[src/rtl/core_mem_arb_pkg.sv]
// rtl/core_mem_arb_pkg.sv - shared types and defaults for the core memory arbiter
//
// Purpose: FSM state encoding, default NOP word and timeout sizing used by
//          core_mem_arbiter and core_mem_arb_watchdog.
// Ports:   none (package).

package core_mem_arb_pkg;

  typedef enum logic [1:0] {
    IDLE  = 2'd0,
    FETCH = 2'd1,
    DATA  = 2'd2,
    DRESP = 2'd3
  } arb_state_e;

  localparam logic [31:0] NOP_INSN_DEF        = 32'h0000_0013;
  localparam int          DEF_TIMEOUT_CYCLES  = 256;
  localparam int          TIMEOUT_W           = $clog2(DEF_TIMEOUT_CYCLES + 1);

endpackage

[src/rtl/core_mem_arb_watchdog.sv]
// rtl/core_mem_arb_watchdog.sv - bus transaction timeout counter
//
// Purpose: counts bus cycles that pass without mem_ready and flags expiry
//          on the CYCLES-th such cycle.
// Ports:
//   clk     in  clock, rising edge
//   rst     in  synchronous active-high reset
//   start   in  clear the count (a new transaction is being launched)
//   tick    in  one bus cycle elapsed without completion
//   expired out combinational; high in the cycle that is the CYCLES-th tick

module core_mem_arb_watchdog
  import core_mem_arb_pkg::*;
#(
  parameter int CYCLES = DEF_TIMEOUT_CYCLES,
  parameter int W      = TIMEOUT_W
) (
  input  logic clk,
  input  logic rst,
  input  logic start,
  input  logic tick,
  output logic expired
);

  localparam logic [W-1:0] LAST = W'(CYCLES - 1);

  logic [W-1:0] count;

  // count holds the number of ticks already seen, so the current tick is
  // the CYCLES-th one when count has reached CYCLES-1.
  assign expired = tick && (count == LAST);

  always_ff @(posedge clk) begin
    if (rst) begin
      count <= '0;
    end else if (start) begin
      count <= '0;
    end else if (tick && !expired) begin
      count <= count + 1'b1;
    end
  end

endmodule

[src/rtl/core_mem_arbiter.sv]
// rtl/core_mem_arbiter.sv - unified imem/dmem arbiter with one-entry fetch buffer
//
// Purpose: shares a single-port memory bus between the core's fetch and data
//          ports; the last fetched word is held in a one-entry buffer so the
//          core keeps decoding it while a data access is in flight.
// Ports:
//   clk, rst                         clock, synchronous active-high reset
//   imem_req/addr                    core fetch request and PC
//   imem_rdata/ready/err             buffered instruction (NOP_INSN on miss)
//   dmem_req/we/be/addr/wdata        core data request
//   dmem_rdata/ready/err             registered load data, one-cycle done pulse
//   mem_req/we/be/addr/wdata         registered bus request
//   mem_rdata/ready/err              bus response

module core_mem_arbiter
  import core_mem_arb_pkg::*;
#(
  parameter int          TIMEOUT_CYCLES = DEF_TIMEOUT_CYCLES,
  parameter logic [31:0] NOP_INSN       = NOP_INSN_DEF
) (
  input  logic        clk,
  input  logic        rst,
  input  logic        imem_req,
  input  logic [31:0] imem_addr,
  output logic [31:0] imem_rdata,
  output logic        imem_ready,
  output logic        imem_err,
  input  logic        dmem_req,
  input  logic        dmem_we,
  input  logic [3:0]  dmem_be,
  input  logic [31:0] dmem_addr,
  input  logic [31:0] dmem_wdata,
  output logic [31:0] dmem_rdata,
  output logic        dmem_ready,
  output logic        dmem_err,
  output logic        mem_req,
  output logic        mem_we,
  output logic [3:0]  mem_be,
  output logic [31:0] mem_addr,
  output logic [31:0] mem_wdata,
  input  logic [31:0] mem_rdata,
  input  logic        mem_ready,
  input  logic        mem_err
);

  localparam int TW = $clog2(TIMEOUT_CYCLES + 1);

  arb_state_e  state, state_n;

  logic        buf_valid;
  logic        buf_err;
  logic [31:0] buf_addr;
  logic [31:0] buf_data;

  logic        hit;
  logic        start_data;
  logic        start_fetch;
  logic        wd_tick;
  logic        wd_expired;
  logic        txn_done;
  logic [31:0] rsp_data;
  logic        rsp_err;

  assign hit        = buf_valid && imem_req && (buf_addr == imem_addr);
  assign imem_ready = hit;
  assign imem_err   = hit && buf_err;
  // A miss must not present the old word, or the core would re-execute it.
  assign imem_rdata = hit ? buf_data : NOP_INSN;
  assign dmem_ready = (state == DRESP);

  // mem_req is only high in FETCH/DATA, so these are only meaningful there.
  // A real completion beats an expiry landing in the same cycle.
  assign wd_tick  = mem_req && !mem_ready;
  assign txn_done = mem_ready || wd_expired;
  assign rsp_data = mem_ready ? mem_rdata : 32'h0;
  assign rsp_err  = mem_ready ? mem_err   : 1'b1;

  core_mem_arb_watchdog #(
    .CYCLES (TIMEOUT_CYCLES),
    .W      (TW)
  ) u_watchdog (
    .clk     (clk),
    .rst     (rst),
    .start   (start_data || start_fetch),
    .tick    (wd_tick),
    .expired (wd_expired)
  );

  always_ff @(posedge clk) begin
    if (rst) begin
      state <= IDLE;
    end else begin
      state <= state_n;
    end
  end

  always_comb begin
    state_n     = state;
    start_data  = 1'b0;
    start_fetch = 1'b0;
    case (state)
      IDLE: begin
        // Data is only accepted while the core's current instruction is held
        // in the buffer; otherwise the request is ignored until it is.
        if (dmem_req && hit) begin
          start_data = 1'b1;
          state_n    = DATA;
        end else if (imem_req && !hit) begin
          start_fetch = 1'b1;
          state_n     = FETCH;
        end
      end
      FETCH:   if (txn_done) state_n = IDLE;
      DATA:    if (txn_done) state_n = DRESP;
      DRESP:   state_n = IDLE;
      default: state_n = IDLE;
    endcase
  end

  always_ff @(posedge clk) begin
    if (rst) begin
      mem_req    <= 1'b0;
      mem_we     <= 1'b0;
      mem_be     <= 4'h0;
      mem_addr   <= 32'h0;
      mem_wdata  <= 32'h0;
      dmem_rdata <= 32'h0;
      dmem_err   <= 1'b0;
      buf_valid  <= 1'b0;
      buf_err    <= 1'b0;
      buf_addr   <= 32'h0;
      buf_data   <= 32'h0;
    end else begin
      if (start_data) begin
        mem_req   <= 1'b1;
        mem_we    <= dmem_we;
        mem_be    <= dmem_we ? dmem_be : 4'hF;
        mem_addr  <= dmem_addr;
        mem_wdata <= dmem_wdata;
      end else if (start_fetch) begin
        mem_req   <= 1'b1;
        mem_we    <= 1'b0;
        mem_be    <= 4'hF;
        mem_addr  <= imem_addr;
        mem_wdata <= 32'h0;
      end

      if (state == FETCH && txn_done) begin
        mem_req   <= 1'b0;
        buf_valid <= 1'b1;
        buf_addr  <= mem_addr;
        buf_data  <= rsp_data;
        buf_err   <= rsp_err;
      end

      if (state == DATA && txn_done) begin
        mem_req    <= 1'b0;
        dmem_rdata <= rsp_data;
        dmem_err   <= rsp_err;
      end

      // The buffer survives DRESP so the core can advance its PC, but a
      // store over the buffered word forces a refetch afterwards.
      if (state == DRESP && mem_we && (mem_addr[31:2] == buf_addr[31:2])) begin
        buf_valid <= 1'b0;
      end
    end
  end

endmodule

[config.mk]
export PLATFORM = sky130hd
export DESIGN_NAME = core_mem_arbiter
export DESIGN_NICKNAME = d
export VERILOG_FILES = /design/src/rtl/core_mem_arb_pkg.sv /design/src/rtl/core_mem_arb_watchdog.sv /design/src/rtl/core_mem_arbiter.sv
export SDC_FILE = /design/constraint.sdc
export NUM_CORES = 1
export LEC_CHECK = 0
export ABC_CLOCK_PERIOD_IN_PS = 3000
export BUFFER_PORTS_ARGS = -buffer_cell sky130_fd_sc_hd__clkbuf_2
export CAP_MARGIN = 20
export CORE_ASPECT_RATIO = 1.25
export CORE_MARGIN = 3
export CORE_UTILIZATION = 27
export DETAILED_ROUTE_END_ITERATION = 16
export HOLD_SLACK_MARGIN = 0.1
export SETUP_SLACK_MARGIN = 0.05
export SKIP_LAST_GASP = 1
export SYNTH_ARGS = -nofsm -noshare
export SYNTH_HDL_FRONTEND = slang
export SYNTH_SLANG_ARGS = --single-unit
export TNS_END_PERCENT = 100
[constraint.sdc]
create_clock -name clk -period 3 [get_ports clk]
set_input_delay 0.15 -clock clk [delete_from_list [all_inputs] [get_ports clk]]
set_output_delay 0.15 -clock clk [all_outputs]
set_load 0.1 [all_outputs]
# Word-level counts from Yosys, hierarchy flattened
# Cells that the tools add are included.
# totals
register_bits	180
latch_bits	0
ram_bits	0
romBits	0
in_bits	139
out_inout_bits	138
wordCells	70
mem_count	0
# op_classes
addsub	1
multipliers	0
div_mod_pow	0
magnitude_cmp	0
eq_ne	9
n_shift	0
mux	24
n_bitwise	0
n_reduce_logical	23
# op_table
cell	n
two-way mux 32 bit	6
equality test 32 bit	1
equality test 30 bit	1
logical AND 1 bit	12
two-way mux 4 bit	3
two-way mux 1 bit	10
adder 9 x 1 -> 9 bit, second input constant	1
equality test 9 x 8 -> 1 bit, second input constant	1
two-way mux 2 bit	4
case mux 2 bit (4 select lines)	1
equality test 2 bit, second input constant	2
!= test 2 bit, second input constant	2
OR reduction 2 bit	2
logical NOT 1 bit	3
!= test 3 bit, second input constant	1
AND reduction 3 bit	1
OR reduction 3 bit	1
equality test 2 x 1 -> 1 bit, second input constant	1
logical NOT 2 bit	1
logical OR 1 bit	2
nonzero test 2 bit	1

# Logic depth before layout (Yosys ltp)
# depth
depth_word	9
depth_mapped	10
mapped_depth_nobuf	9

# Modules after synthesis
# Synthesis repeated with hierarchy kept, for this count alone.
# unflattened
hier_cells	1006
area_unflattened_um2	8311.7
# by_module_without_submodules
module	instances	cells_each	area_each_um2	seq_area_each_um2
core_mem_arbiter	1	956	7868.8	3423.3
core_mem_arb_watchdog	1	50	442.9	180.2

# Worst setup path after synthesis
# No wires, ideal clock.
# synth_timing
path_type	reg2out
startpoint	reg buf_addr[0]
endpoint	out imem_rdata[22]
arrival_ns	2.826
required_time_ns	2.850
path_slack_ns	0.024
path_stages_with_launch	7
path_buffers	1
path_cell_list	dfxtp_1 -> nor2b_1 -> a2111oi_2 -> nand3_1 -> nor3_1 -> buf_2 -> and2_1
# synth_via
elab_chain_cells	3
# synth_lines
item	line	text
from (decl)	core_mem_arbiter.sv:52	logic [31:0] buf_addr;
from (signal assigned)	core_mem_arbiter.sv:151	buf_addr <= mem_addr;
equality test 32 bit	core_mem_arbiter.sv:64	assign hit = buf_valid && imem_req && (buf_addr == imem_addr);
logical AND 1 bit	core_mem_arbiter.sv:64	
net imem_ready	core_mem_arbiter.sv:26	output logic imem_ready,
two-way mux 32 bit	core_mem_arbiter.sv:68	assign imem_rdata = hit ? buf_data : NOP_INSN;
to (decl)	core_mem_arbiter.sv:25	output logic [31:0] imem_rdata,
# The timed path passes the listed nets, and every way through them passes these cells.

# Worst setup path in the final report
# layout_timing
startpoint	reg buf_addr[30]
endpoint	reg mem_addr[25]
# layout_via
elab_chain_cells	8
elab_cells_between_ends	12
cone_classes	eq/ne (1); mux (6); reduce/logical (5)
# layout_lines
item	line	text
equality test 32 bit (*)	core_mem_arbiter.sv:64	
logical AND 1 bit (*)	core_mem_arbiter.sv:64	
logical NOT 1 bit	core_mem_arbiter.sv:108	end else if (imem_req && !hit) begin
logical AND 1 bit	core_mem_arbiter.sv:108	
two-way mux 1 bit	core_mem_arbiter.sv:108	
two-way mux 1 bit	core_mem_arbiter.sv:105	if (dmem_req && hit) begin
two-way mux 1 bit	core_mem_arbiter.sv:101	case (state)
nonzero test 2 bit (no line)	--	
to (signal assigned)	core_mem_arbiter.sv:138	mem_addr <= dmem_addr;
to (signal assigned)	core_mem_arbiter.sv:144	mem_addr <= imem_addr;
to (decl)	core_mem_arbiter.sv:39	output logic [31:0] mem_addr,
# Mark *: on every way between the ends. The rest lies on a longest branch, timed or not.
# A chain may end at the register's enable or synchronous reset.

==> flow_metrics.py <==
metrics = {
    "final_layout": {
        "area_growth_pct": 54.9,
        "finalNonFillerCells": 1608,
        "drive_gt1_share_pct": 27.4,
        "ff_latch_area_um2": 3600,
        "fillers": 2652,
        "multiInputGateArea_um2": 3630,
        "nNetsFinal": 1392,
        "final_common_cell": "clkbuf_2",
        "final_cell_mix": "clkbuf_2, dfxtp_1, dlygate4sd3_1",
    },
    "synth": {
        "synth_area_um2": 7550,
        "synthMuxAreaShare_pct": 0.133,
        "avgSynthCellArea_um2": 8.57,
        "synth.distinct_cells": 39,
        "synth_fa_ha_area_share_pct": 0.332,
        "ys_top_cells_by_area": "dfxtp_1, a21oi_1, a32oi_1",
        "synth_top_family_by_area": "simple AND/OR/NAND/NOR gates",
        "synth-compound-area-share_pct": 19.7,
        "yosysTopAreaCell": "dfxtp_1",
        "synth_top_area_share_pct": 47.7,
        "synth_xor_area_share_pct": 7.66,
        "syn_inst": 881,
        "ys_warn_count": 0,
        "syn_nets": 1022,
        "synth_seq_cells": 180,
        "ys_seq_area_share_pct": 47.7,
        "synth-simple-area-share_pct": 19.9,
    },
    "flow_run": {
        "cap_violations": 0,
    },
    "detailed_routing": {
        "routed_wl_mm": 27.9,
        "drc": 0,
        "dr.pass1.iters": 5,
        "wl_per_cell_um": 17.3,
        "num_vias": 7992,
        "drtIter0Drc": 618,
        "drt.antenna.violating_nets": 0,
        "vias_per_cell": 4.97,
    },
    "grt": {
        "grt_max_degree": 153,
        "met3_usage_pct": 4.89,
        "grt_overflow": 0,
        "grt_antenna_before_repair": 1,
        "grt_pass1_wl_mm": 43.3,
        "grt-busiest-layer": "met2",
        "first_global_vias": 7849,
        "grt_use_met2_pct": 30.8,
        "grt_util_met1_pct": 21.5,
        "track_usage_pct": 18.0,
    },
    "run_status": {
        "status": "completed",
    },
    "critical_path": {
        "worstSetupEndpoint": "mem_addr[25]",
        "r2r_slack_ns": 0.20,
        "r2r_start": "buf_addr[30]",
        "path_max_fanout": 20,
        "worst_setup_path_end_kind": "register",
        "crit_start": "buf_addr[30]",
        "start_kind": "register",
        "worst-endpoint-required_ns": 3.35,
        "worstRegToRegCells": 8,
        "r2r_end": "mem_addr[25]",
        "cp.arrival_ns": 3.14,
        "path_class": "register to register",
    },
    "clocking": {
        "cts-htree-levels": 4,
        "insertion_delay_ns": 0.43,
        "cts_buffer_depth": 2,
        "numCtsBuffers": 17,
        "cts.sinks": 180,
        "root_buffer": "clkbuf_16",
        "tritoncts": "built",
        "path_clk_slew_ns": 0.07,
    },
    "sta": {
        "tightest_slew_ns": 0.759,
        "finalSetupViolCount": 0,
        "report.final.slew_viol_count": 0,
        "skew_ns": 0.0108,
        "fmax_ghz": 0.358,
        "rsz0062_at_grt": "no",
        "relSlewSlack_pct": 49.3,
        "finalCriticalPeriod_ns": 2.80,
        "final.period_utilization_pct": 93.2,
        "finalSetupTns_ns": 0,
        "hold_viol": 0,
    },
    "floorplanning": {
        "fp.dieW_um": 156,
        "num_io_pins": 277,
        "die_h_um": 193,
        "initial_core_util_pct": 27.8,
        "die_area_um2": 30000,
        "rows": 67,
        "coreArea_um2": 27200,
    },
    "placement": {
        "placed_cells": 1443,
        "gp_congestion": 0.863,
        "dp_hpwl_mm": 18.3,
        "port_buffers": 276,
    },
    "power_and_ir_drop": {
        "power_frac_comb_pct": 14.5,
        "ir_worst_vdd_mv": 0.333,
        "p_sw_share_pct": 26.9,
        "p_sw_uw": 1560,
        "seq_power_share_pct": 43.1,
        "p_clk_share_pct": 42.4,
        "p_int_uw": 4240,
        "leakagePower_uw": 0.00468,
        "p_per_area_nw_per_um2": 496,
    },
    "min_path": {
        "hold_class": "input port to register",
    },
}
repair_timing:
action | CTS | global route
hold buffers | 133 | 0
buffers inserted | 0 | 1
endpoints found under the setup margin | 0 | 48
hold endpoints to repair | 135 | 0
resized for setup | 0 | 5
how the worst min path moves through the flow:
stage / from / to / slack, ns / cells after the start
finish: imem_addr[26] / mem_addr[26] / 0.14 / 3
global route: imem_addr[26] / mem_addr[26] / 0.12 / 3
CTS: imem_addr[26] / mem_addr[26] / 0.11 / 3
detailed placement: dmem_wdata[22] / mem_wdata[22] / 0.38 / 3
global placement: dmem_wdata[12] / mem_wdata[12] / 0.38 / 3
floorplan: dmem_wdata[0] / mem_wdata[0] / 0.29 / 2
worst max-delay path, stage by stage, from the launching register on:
cell,delay (ns)
dfxtp_1,0.34
xor2_1,0.17
nor4_1,0.39
and4_1,0.29
and4_2,0.51
buf_12,0.22
a22oi_1,0.08
dlygate4sd3_1,0.59
a21oi_1,0.12
metrics by stage:
step,setup WS (ns),instance area (um^2),total power [uW],utilization [%],hold WS (ns)
after floorplan,0.292,7560,3000,-,0.290
after global placement,0.655,9710,3250,35.7,0.379
after detailed placement,0.631,9710,3250,35.7,0.382
after CTS,0.118,11700,5890,43.0,0.106
after global routing,0.0712,11700,6050,43.0,0.122
final,0.203,11700,5800,43.0,0.141
synth_stat cells:
cell         n
a211oi_1     3
a2111oi_2    1
buf_1        6
clkbuf_1    54
inv_2        1
ha_1         2
or4_1        1
a311oi_1     1
buf_2        9
nor3_1       3
buf_4        6
and2_1      34
nand4_1     11
a22oi_1     19
a21oi_1    112
and4_1       2
inv_1        5
nand3_1     57
o31ai_4      1
and3_1       3
a222oi_1     1
nor4_1       7
nor2b_1      5
o2111a_1     1
nor3b_2      1
o21ai_0     14
xor2_1      35
nand2_1    117
buf_6        1
dfxtp_1    180
nand3_4      1
nor2_1      81
xnor2_1     31
o221a_2      4
a21o_1       1
mux2i_1      1
a32oi_1     64
nand2b_1     4
o31a_1       1
area by class of cell:
class,instances,area share [%]
multi-input combinational,619,31.0
sequential,180,30.8
timing repair buffer,427,28.8
clock buffer,19,3.70
tap,345,3.69
clock inverter,11,1.73
inverter,6,0.193
antenna,1,0.0214
routing by layer:
| metal | vias to the layer above | wire (um) |
|---|---|---|
| li1 | 3843 | - |
| met3 | 52 | 2190 |
| met4 | 2 | 865 |
| met5 | - | 7 |
| met1 | 3775 | 10900 |
| met2 | 320 | 13900 |
state kept, by name, indices dropped and copies added (netlist names):
name	cells
buf_addr	32
buf_data	32
buf_err	1
buf_valid	1
dmem_err	1
dmem_rdata	32
mem_addr	32
mem_be	4
mem_req	1
mem_wdata	32
mem_we	1
state	2
u_watchdog.count	9
logic make-up after synthesis:
group | after synthesis
multiplexers | 1
buffers and inverters | 82
flip-flops | 180
AND/OR/NAND/NOR | 327
AO/OA/AOI/OAI | 223
adder cells (fa/ha/maj) | 2
XOR/XNOR | 66
power by group through the flow:
stage | registers [uW] | clock network (uW) | logic (uW)
detailed placement | 2560 | 0 | 695
CTS | 2500 | 2550 | 837
finish | 2500 | 2460 | 841
global route | 2510 | 2650 | 894
floorplan | 2760 | 0 | 241
global placement | 2550 | 0 | 693
Note: power is estimated with default switching activity, not from simulation.
